--- src/rtl/player_ctrl.sv ---
// Player column controller: synchronizes and debounces the left/right buttons, runs
// a direction FSM and steps btn_col at a fixed rate, clamped to the play field.
// Optional acceleration after ACCEL_STEPS consecutive steps: define PLAYER_ACCEL_EN.
module player_ctrl #(
  parameter logic [15:0] DB_CYCLES   = 16'd50000,
  parameter logic [19:0] MOVE_DIV    = 20'd262144,
  parameter int unsigned STEP_PIX    = 4,
  parameter logic [11:0] START_COL   = 12'd305,
  parameter logic [11:0] MIN_COL     = 12'd0,
  parameter logic [11:0] MAX_COL     = 12'd609,
  parameter int unsigned ACCEL_STEPS = 8
) (
  input  logic        clk,
  input  logic        rst,
  input  logic        btn_left,
  input  logic        btn_right,
  output logic [11:0] btn_col,
  output logic        moving,
  output logic        at_edge
);

  typedef enum logic [1:0] {
    ST_IDLE,
    ST_LEFT,
    ST_RIGHT
  } state_e;

  // Button vectors: bit 0 = left, bit 1 = right.
  logic [1:0]       sync1_q;
  logic [1:0]       sync2_q;
  logic [1:0]       deb_q, deb_d;
  logic [1:0][15:0] db_cnt_q, db_cnt_d;

  state_e      state_q, state_d;
  logic [19:0] timer_q, timer_d;
  logic [11:0] col_q, col_d;
  logic        moving_q, moving_d;
  logic        at_edge_q, at_edge_d;

  logic        step_fire;
  logic        state_change;
  logic [12:0] step;
  logic [12:0] col_ext;
  logic [12:0] min_ext;
  logic [12:0] max_ext;

  assign col_ext = {1'b0, col_q};
  assign min_ext = {1'b0, MIN_COL};
  assign max_ext = {1'b0, MAX_COL};

  // ---------------------------------------------------------------- debounce
  always_comb begin
    deb_d    = deb_q;
    db_cnt_d = '0;
    for (int unsigned i = 0; i < 2; i++) begin
      if (sync2_q[i] != deb_q[i]) begin
        if (db_cnt_q[i] == DB_CYCLES - 16'd1) begin
          deb_d[i] = sync2_q[i];
        end else begin
          db_cnt_d[i] = db_cnt_q[i] + 16'd1;
        end
      end
    end
  end

  // ---------------------------------------------------------------- direction FSM
  always_comb begin
    state_d = ST_IDLE;
    case (deb_q)
      2'b01:   state_d = ST_LEFT;
      2'b10:   state_d = ST_RIGHT;
      default: state_d = ST_IDLE;
    endcase
  end

  assign state_change = (state_d != state_q);

  // Timer sits at 0 on entry, so the first step lands on the first clock in LEFT/RIGHT.
  assign step_fire = (state_q != ST_IDLE) && (timer_q == '0);

  always_comb begin
    timer_d = '0;
    if (!state_change && (state_q != ST_IDLE)) begin
      if (timer_q == MOVE_DIV - 20'd1) begin
        timer_d = '0;
      end else begin
        timer_d = timer_q + 20'd1;
      end
    end
  end

  // ---------------------------------------------------------------- step size
`ifdef PLAYER_ACCEL_EN
  localparam int unsigned ACC_W = $clog2(ACCEL_STEPS + 1);
  localparam logic [ACC_W-1:0] ACC_MAX = ACC_W'(ACCEL_STEPS);

  logic [ACC_W-1:0] acc_cnt_q, acc_cnt_d;

  always_comb begin
    acc_cnt_d = acc_cnt_q;
    if (state_change) begin
      acc_cnt_d = '0;
    end else if (step_fire && (acc_cnt_q != ACC_MAX)) begin
      acc_cnt_d = acc_cnt_q + 1'b1;
    end
  end

  always_ff @(posedge clk) begin
    if (rst) begin
      acc_cnt_q <= '0;
    end else begin
      acc_cnt_q <= acc_cnt_d;
    end
  end

  assign step = (acc_cnt_q == ACC_MAX) ? 13'(2 * STEP_PIX) : 13'(STEP_PIX);
`else
  assign step = 13'(STEP_PIX);
`endif

  // ---------------------------------------------------------------- column update
  // 13-bit compare keeps the clamp free of underflow/overflow wrap-around.
  always_comb begin
    col_d = col_q;
    if (step_fire) begin
      if (state_q == ST_LEFT) begin
        if (col_ext < min_ext + step) begin
          col_d = MIN_COL;
        end else begin
          col_d = 12'(col_ext - step);
        end
      end else begin
        if (col_ext + step > max_ext) begin
          col_d = MAX_COL;
        end else begin
          col_d = 12'(col_ext + step);
        end
      end
    end
  end

  assign moving_d  = (state_d != ST_IDLE);
  assign at_edge_d = (col_d == MIN_COL) || (col_d == MAX_COL);

  // ---------------------------------------------------------------- registers
  always_ff @(posedge clk) begin
    if (rst) begin
      sync1_q   <= '0;
      sync2_q   <= '0;
      deb_q     <= '0;
      db_cnt_q  <= '0;
      state_q   <= ST_IDLE;
      timer_q   <= '0;
      col_q     <= START_COL;
      moving_q  <= 1'b0;
      at_edge_q <= 1'b0;
    end else begin
      sync1_q   <= {btn_right, btn_left};
      sync2_q   <= sync1_q;
      deb_q     <= deb_d;
      db_cnt_q  <= db_cnt_d;
      state_q   <= state_d;
      timer_q   <= timer_d;
      col_q     <= col_d;
      moving_q  <= moving_d;
      at_edge_q <= at_edge_d;
    end
  end

  assign btn_col = col_q;
  assign moving  = moving_q;
  assign at_edge = at_edge_q;

endmodule

--- config.mk ---
export PLATFORM = sky130hd
export DESIGN_NAME = player_ctrl
export DESIGN_NICKNAME = d
export VERILOG_FILES = /design/src/rtl/player_ctrl.sv
export SDC_FILE = /design/constraint.sdc
export NUM_CORES = 1
export LEC_CHECK = 0
export BUFFER_PORTS_ARGS = -buffer_cell sky130_fd_sc_hd__buf_2
export CORE_ASPECT_RATIO = 1.2
export CORE_MARGIN = 2
export CORE_UTILIZATION = 30
export CTS_CLUSTER_SIZE = 16
export DETAILED_ROUTE_END_ITERATION = 6
export GPL_ROUTABILITY_DRIVEN = 0
export PLACE_DENSITY = 0.57
export SLEW_MARGIN = 20
export SYNTH_ARGS = -nofsm -noshare
export SYNTH_HDL_FRONTEND = slang
export SYNTH_SLANG_ARGS = --single-unit
--- constraint.sdc ---
create_clock -name clk -period 3.7 [get_ports clk]
set_input_delay 0.37 -clock clk [delete_from_list [all_inputs] [get_ports clk]]
set_output_delay 0.37 -clock clk [all_outputs]
set_load 0.01 [all_outputs]
== Word level (Yosys, flattened, before mapping) ==
Cells that the tools add are included.
Storage, ports and cells
  bits in registers: 74
  bits of input ports: 4
  output and inout bits: 14
Operators by class
  $add $sub $neg: 5
  order comparisons: 2
  equality and inequality tests: 10
  muxes and demuxes: 5
  bitwise logic cells: 3
  reduce and logical (&&, ||, !) cells: 13
Operator list (number)
  2-to-1 mux 12 bit: 4
  adder 16 x 1 -> 16 bit (second input constant): 2
  equality test 16 bit (second input constant): 2
  adder 20 x 1 -> 20 bit (second input constant): 1
  equality test 20 x 18 -> 1 bit (second input constant): 1
  zero test 20 bit: 1
  adder 12 x 3 -> 13 bit (second input constant): 1
  greater-than comparator 13 x 10 -> 1 bit (second input constant): 1
  equality test 12 x 10 -> 1 bit (second input constant): 1
  zero test 12 bit: 1
  < comparator 12 x 3 -> 1 bit (second input constant): 1
  subtractor 12 x 3 -> 12 bit (second input constant): 1
  OR reduction 3 bit: 3
  equality test 2 x 1 -> 1 bit (second input constant): 2
  case mux 2 bit (2 select lines): 1
  AND reduction 2 bit: 2
  nonzero test 2 bit: 2
  inverter 1 bit: 3
  equality test 2 bit (second input constant): 1
  logical AND 1 bit: 2
  != test 1 bit: 2
  != test 2 bit: 1
  zero test 1 bit: 1
  logical OR 1 bit: 1

== Depth between registers and ports, before layout ==
Gate-level depths: netlist (run 1).
  depth after elaboration: 7
  mapped depth: 11
  depth with buffers taken out: 10

== Least setup slack after synthesis (run 1) ==
No wires, ideal clock.
  kind: register -> register
  start: register col_q[2] (netlist: btn_col[2])
  end: register at_edge_q (netlist: at_edge)
  setup time: 0.088 ns
  data arrival time: 2.643 ns
  data required time: 3.612 ns
  setup slack: 0.969 ns
  cell stages (with the launch flop): 12
  period minus slack after synthesis: 2.731 ns
  cell sequence: dfxtp_1 buf_4 inv_1 ha_1 or3b_1 a221oi_2 a311oi_1 or3_4 a21oi_2 and4_1 a21oi_1 nor4_2
Between the ends
  longest elaborated chain between the ends: 7
  elaborated cells between the ends (all ways): 11
  classes of those cells: add/sub (2); order compare (2); eq/ne (1); mux (4); reduce/logical (2)
RTL lines
  start: declaration: line 36  | logic [11:0] col_q, col_d;
  start signal: assignment: line 164  | col_q <= col_d;
  adder 12 x 3 -> 13 bit: line 136  | col_d = 12'(col_ext + step);
  greater-than comparator 13 x 10 -> 1 bit: line 133  | if (col_ext + step > max_ext) begin
  2-to-1 mux 12 bit: line 133
  2-to-1 mux 12 bit: line 126  | if (state_q == ST_LEFT) begin
  2-to-1 mux 12 bit (*): line 125  | if (step_fire) begin
  equality test 12 x 10 -> 1 bit / zero test 12 bit (equally long branches): line 143  | assign at_edge_d = (col_d == MIN_COL) || (col_d == MAX_COL);
  logical OR 1 bit (*): line 143
  end signal: assignment: line 166  | at_edge_q <= at_edge_d;
  end: declaration: line 38  | logic at_edge_q, at_edge_d;
Every way passes the cells marked *; elsewhere a longest branch is shown, timed or not.
A chain may end at the register's enable or synchronous reset.

== Worst setup path after layout (run 1) ==
Ends and elaborated chain as after synthesis.

==> flow_summary.toml, run 1 <==
[clocking]
cts_tree = "yes"
cts_root_buffer = "clkbuf_16"
postCtsSetupRepairBufs = 0
cts_sinks = 74
cts-resized-gates = 0
clk_path_buf_depth = 2
path_clk_slew_ps = 60
htree_levels = 3
insertion_delay_ps = 330
ctsHoldBuffers = 0
cts_buffers = 9

[floorplanning]
std_cell_rows = 44
dieArea_sq_um = 13200
io_pins = 18
start_util_pct = 30.7
fp.dieW_um = 105
core_sq_um = 12100
die_y_um = 126

[timing]
tightest_slew_ps = 652
fmax_ghz = 0.341
rsz0062_at_grt = "no"
tns_ps = 0
hold_viol_final = 0
finalCritPeriodShare_pct = 79.2
drv_slew = 0
final.min_clock_period_ps = 2930
relSlewSlack_pct = 56.3
finClkSkew_ps = 8.19
setup_viol = 0
worst_slack_ps = 768

[global_routing]
grt_pass1_wl_um = 13900
overflow = 0
antenna_found_initial = 0
grt_usage_pct = 12.8
grt_pass1_vias = 2961
grt_max_degree = 24

[logic_synthesis]
yosys_warnings = 0
synth-seq-cells = 74
avgSynthCellArea_sq_um = 8.36
synthFlopType = "dfxtp_1"
synthTopCellsByArea = "dfxtp_1 40%, nor2_1 8.3%, xor2_1 6.4%"
synth_area_leader_cell = "dfxtp_1"
async_reset_ff_share_pct = 0
syn_inst = 442
syn_area_sq_um = 3700
synth.top_cell.area_share_pct = 40.1
synth_edf_count = 0
synth_fp_nets = 455
synth_seq_area_share_pct = 40.1
synth.distinct_cells = 59

[layout]
finalNetCount = 467
layout_common_cells = "82 x nor2_1, 74 x dfxtp_1, 32 x nand2_1"
drive_above_1_share_pct = 9.15
seqCellArea_sq_um = 1480
areaGrowthSynthToFinish_pct = 13.4
antenna_cells = 0
final_common_cell = "nor2_1"
multi_input_area_sq_um = 2090
fillers = 1251

[placed_design]
hpwlAfterDp_um = 5470
dp_slack_ps = 788
io_buffers = 17

[critical_path]
worstPathMaxFanout = 12
crit_chain = "inv_1, ha_1, or3b_1, a221oi_2, a311oi_1, or3_4, a21oi_2, and4_1, a21oi_1, nor4_2"
rr_worst_depth = 10
cp.depth = 10
crit_path_start_kind = "flip-flop"
cp_top_family = "simple AND/OR/NAND/NOR gates"
reg2reg_slack_ps = 770
max_stage_delay_ps = 530
endpoint = "at_edge"
rr_endpoint = "at_edge"
critPathCaptureType = "flip-flop"
crit_buf_inv = 1
r2r_start = "btn_col[2]"
crit_type = "flip-flop to flip-flop"
slowest_stage = "dfxtp_1"
critPathLaunch = "btn_col[2]"
required_ps = 3950
arrival_ps = 3180

[hold_path]
worstHoldPathCells = 2
holdCritPathClass = "primary input to flip-flop"

[power]
leakage_nw = 1.38
vdd_drop_max_mv = 0.212
powerDensity_nw_per_um2 = 397
p_total_mw = 1.66

[route]
num_vias = 3061
wl_per_cell_um = 12.5
ant_nets = 0
drtIter0Drc = 137
wirelength_um = 7740
vias_per_cell = 4.94
drt_pass1_iterations = 4
remaining_drc_errors = 0

[outcome]
outcome = "completed"

[flow_run]
drv_cap = 0
power breakdown:
group | internal, mW | switching (mW) | total, mW
sequential | 0.800 | 0.00127 | 0.801
combinational | 0.00366 | 0.00812 | 0.0118
clock | 0.522 | 0.327 | 0.850
worst register-to-register path: cells and delay by family, from the launching register on:
kind            cells  cell delay, ps
fa+ha+maj           1             350
compound gates      4             600
simple gates        4            1240
buf+inv             1             140
flops               1             530
state kept, by name (all words and copies together), names as in the netlist:
signal	count
at_edge	1
btn_col	12
db_cnt_q	32
deb_q	2
moving	1
state_q	2
sync1_q	2
sync2_q	2
timer_q	20
metal layers:
layer / share of wire (%) / global-route usage [%] / up-vias / wire [um]
li1: - / - / 1558 / -
met1: 46 / 15.5 / 1415 / 3590
met2: 47 / 20.9 / 70 / 3610
met3: 4.3 / 3.73 / 18 / 332
met4: 2.8 / 6.04 / 0 / 213
met5: 0 / 0 / - / 0
Yosys cell counts, types with 3 or more instances:
cell type and count:
nor2_1 82, a21oi_1 13, o21ai_0 6, or2_2 3, nand2_1 32, nor4_1 9, o211ai_1 3, nand4_1 10
inv_1 13, xor2_1 27, xnor2_1 22, nor3_1 10, a211oi_1 3, and3_1 13, nand3_1 24, dfxtp_1 74
nand2b_1 5, ha_1 9, mux2i_1 3, and4_1 5, a31oi_1 5, clkbuf_1 7, or3_1 3, buf_2 5
nor2b_1 10
layout make-up:
cell class | instances | area share [%]
clock buffer | 12 | 5.64
inverter | 13 | 1.16
clock inverter | 4 | 1.25
sequential | 74 | 35.3
multi-input combinational | 339 | 49.8
tap | 161 | 4.81
timing repair buffer | 17 | 2.03
per-stage QoR:
step / hold slack (ps) / util (%) / cell area (sq um) / std cells
after global placement: 430 / 32.4 / 3900 / 604
after global routing: 258 / 34.8 / 4190 / 620
after CTS: 242 / 34.8 / 4190 / 620
after detailed placement: 434 / 32.4 / 3900 / 604
after floorplan: 413 / - / 3700 / 442
final: 248 / 34.8 / 4190 / 620
cells by family (layout without fill, tap and decap cells):
logic type               count (synthesis)  after routing  synth area share, %
AND/OR/NAND/NOR                        225            225                 31.0
flip-flops                              74             74                 40.1
AO/OA/AOI/OAI                           52             52                 9.61
XOR/XNOR                                49             49                 11.6
buffers and inverters                   29             46                 3.52
adder cells (fa/ha/maj)                  9              9                 3.05
multiplexers                             4              4                 1.12
worst min path at each step:
stage | from | to
after floorplan | db_cnt_q[16] | db_cnt_q[16]
after global placement | db_cnt_q[16] | db_cnt_q[16]
after detailed placement | db_cnt_q[16] | db_cnt_q[16]
after CTS | btn_left | sync1_q[0]
after global routing | btn_left | sync1_q[0]
final | btn_left | sync1_q[0]
Note: power is estimated with default switching activity, not from simulation.
==> run 2: changes to the inputs <==
- PLACE_DENSITY: 0.57 -> 0.58
- clock period: 3.7 -> 2.39 ns (I/O delays scaled with it)
==> run 2 against run 1 <==
  * The flow now finishes with violations (negative setup slack)
  * Core utilization grew 3.5 points
  * Final area rose by 10%
  * Wire length rose by 12%
  * Power increased by 58%
  * Highest routed layer unchanged
  * Worst setup slack lost 800 ps
  * Die area did not move
  * Via count rose by 6.1%
  * Sequential share of layout area down 3.1 points
  * Final cell count is 6.5% higher
  * Global-route usage up 0.65 points
  * Worst hold slack worse by 130 ps
==> flow_summary.toml, run 2 (synthesized netlist as in run 1, its figures left out) <==
[layout]
fin_cells = 660
layout_common_cells = "82 x nor2_1, 72 x dfxtp_1, 40 x buf_4"
finalNetCount = 507
largest_register_ffs = 32
final_area_sq_um = 4620
drive_above_1_share_pct = 20.6
final_common_cell = "nor2_1"
areaGrowthSynthToFinish_pct = 24.9
antenna_cells = 0
top_register = "db_cnt_q"

[outcome]
outcome = "finished, violations left"
violations = "negative setup slack"

[hold_path]
min_from = "btn_left"
hold_end = "sync1_q[0]"
worstHoldPathCells = 2
holdCritPathClass = "primary input to flip-flop"

[global_routing]
antenna_found_initial = 0
grtUsageMet2_pct = 22.4
grt.met3_usage_pct = 2.59
grt_use_met1_pct = 16.3
busiest_layer = "met2"
overflow = 0
grt_max_degree = 24
grt_pass1_wl_um = 14600
grt_pass1_vias = 3220
grt_usage_pct = 13.5

[route]
wl_per_cell_um = 13.1
num_vias = 3249
vias_per_cell = 4.92
drtIter0Drc = 90
ant_nets = 0
wirelength_um = 8650
remaining_drc_errors = 0
drt_pass1_iterations = 4

[flow_run]
drv_cap = 0

[floorplanning]
dieArea_sq_um = 13200
io_pins = 18
die_y_um = 126
std_cell_rows = 44
fp.dieW_um = 105
start_util_pct = 30.7
core_sq_um = 12100

[timing]
finClkSkew_ps = 5.20
finalCritPeriodShare_pct = 101
relSlewSlack_pct = 65.4
rsz0062_at_grt = "yes"
hold_viol_final = 0
fmax_ghz = 0.413
drv_slew = 0
tightest_slew_ps = 515
setup_viol = 1
worst_slack_ps = -31.1
final.min_clock_period_ps = 2420

[clocking]
cts_sinks = 74
cts_buffers = 9
clk_path_buf_depth = 2
ctsHoldBuffers = 0
path_clk_slew_ps = 60
htree_levels = 3
insertion_delay_ps = 330
cts_root_buffer = "clkbuf_16"
cts_tree = "yes"

[critical_path]
crit_type = "flip-flop to flip-flop"
rr_worst_depth = 10
crit_path_start_kind = "flip-flop"
r2r_start = "btn_col[3]"
required_ps = 2640
reg2reg_slack_ps = -30
critPathLaunch = "btn_col[3]"
arrival_ps = 2670
rr_endpoint = "at_edge"
critPathCaptureType = "flip-flop"
worstPathMaxFanout = 4

[placed_design]
io_buffers = 17
placedCellCount = 641
dp_slack_ps = -85.8
hpwlAfterDp_um = 6280
dpl_cell_area_sq_um = 4200

[power]
leakage_nw = 1.62
p_total_mw = 2.63
vdd_drop_max_mv = 0.250
powerDensity_nw_per_um2 = 569
run 2: worst max-delay path, cell delays in order (launching register included):
cell      delay, ps
dfxtp_4         360
inv_2            40
ha_4            230
or3b_4          360
a221oi_2        270
a311oi_2         90
or3_4           410
a21oi_4         140
and4_1          230
a21oi_2          60
nor4_2          130
run 2: how the worst max path moves through the flow:
stage / to / slack, ps
after global routing: at_edge / -120
after global placement: at_edge / 7
after floorplan: at_edge / 20
final: at_edge / -30
after detailed placement: at_edge / -90
after CTS: at_edge / -7
run 2: power by group:
part           switching, mW  total (mW)  internal (mW)
clock network          0.513        1.37          0.859
logic                 0.0130      0.0193        0.00626
registers            0.00201        1.24           1.24
total                  0.528        2.63           2.10
run 2: area by class of cell:
type	instances	area, sq um
timing repair buffer	57	385
clock inverter	5	52.6
sequential	74	1490
fill	1236	7440
tap	161	201
inverter	13	51.3
multi-input combinational	339	2190
clock buffer	11	253
run 2: through the flow:
stage	TNS, ps	utilization [%]	hold slack (ps)
after global placement	0	34.9	430
after CTS	-6.57	37.6	116
final	-31.1	38.3	120
after floorplan	0	-	367
after global routing	-147	38.3	147
after detailed placement	-85.8	34.9	439
run 2: routing by layer:
metal	part of all wire [%]	routed length [um]	vias to the layer above
met5	0	0	-
met4	3.4	290	0
met3	3.1	266	23
met2	48	4130	66
met1	46	3960	1519
li1	-	-	1641
run 2: what timing repair did:
item | in CTS | in global routing
cloned | 0 | 0
buffers inserted | 0 | 3
pin swaps | 2 | 6
resized for setup | 6 | 11
setup endpoints to repair | 2 | 5
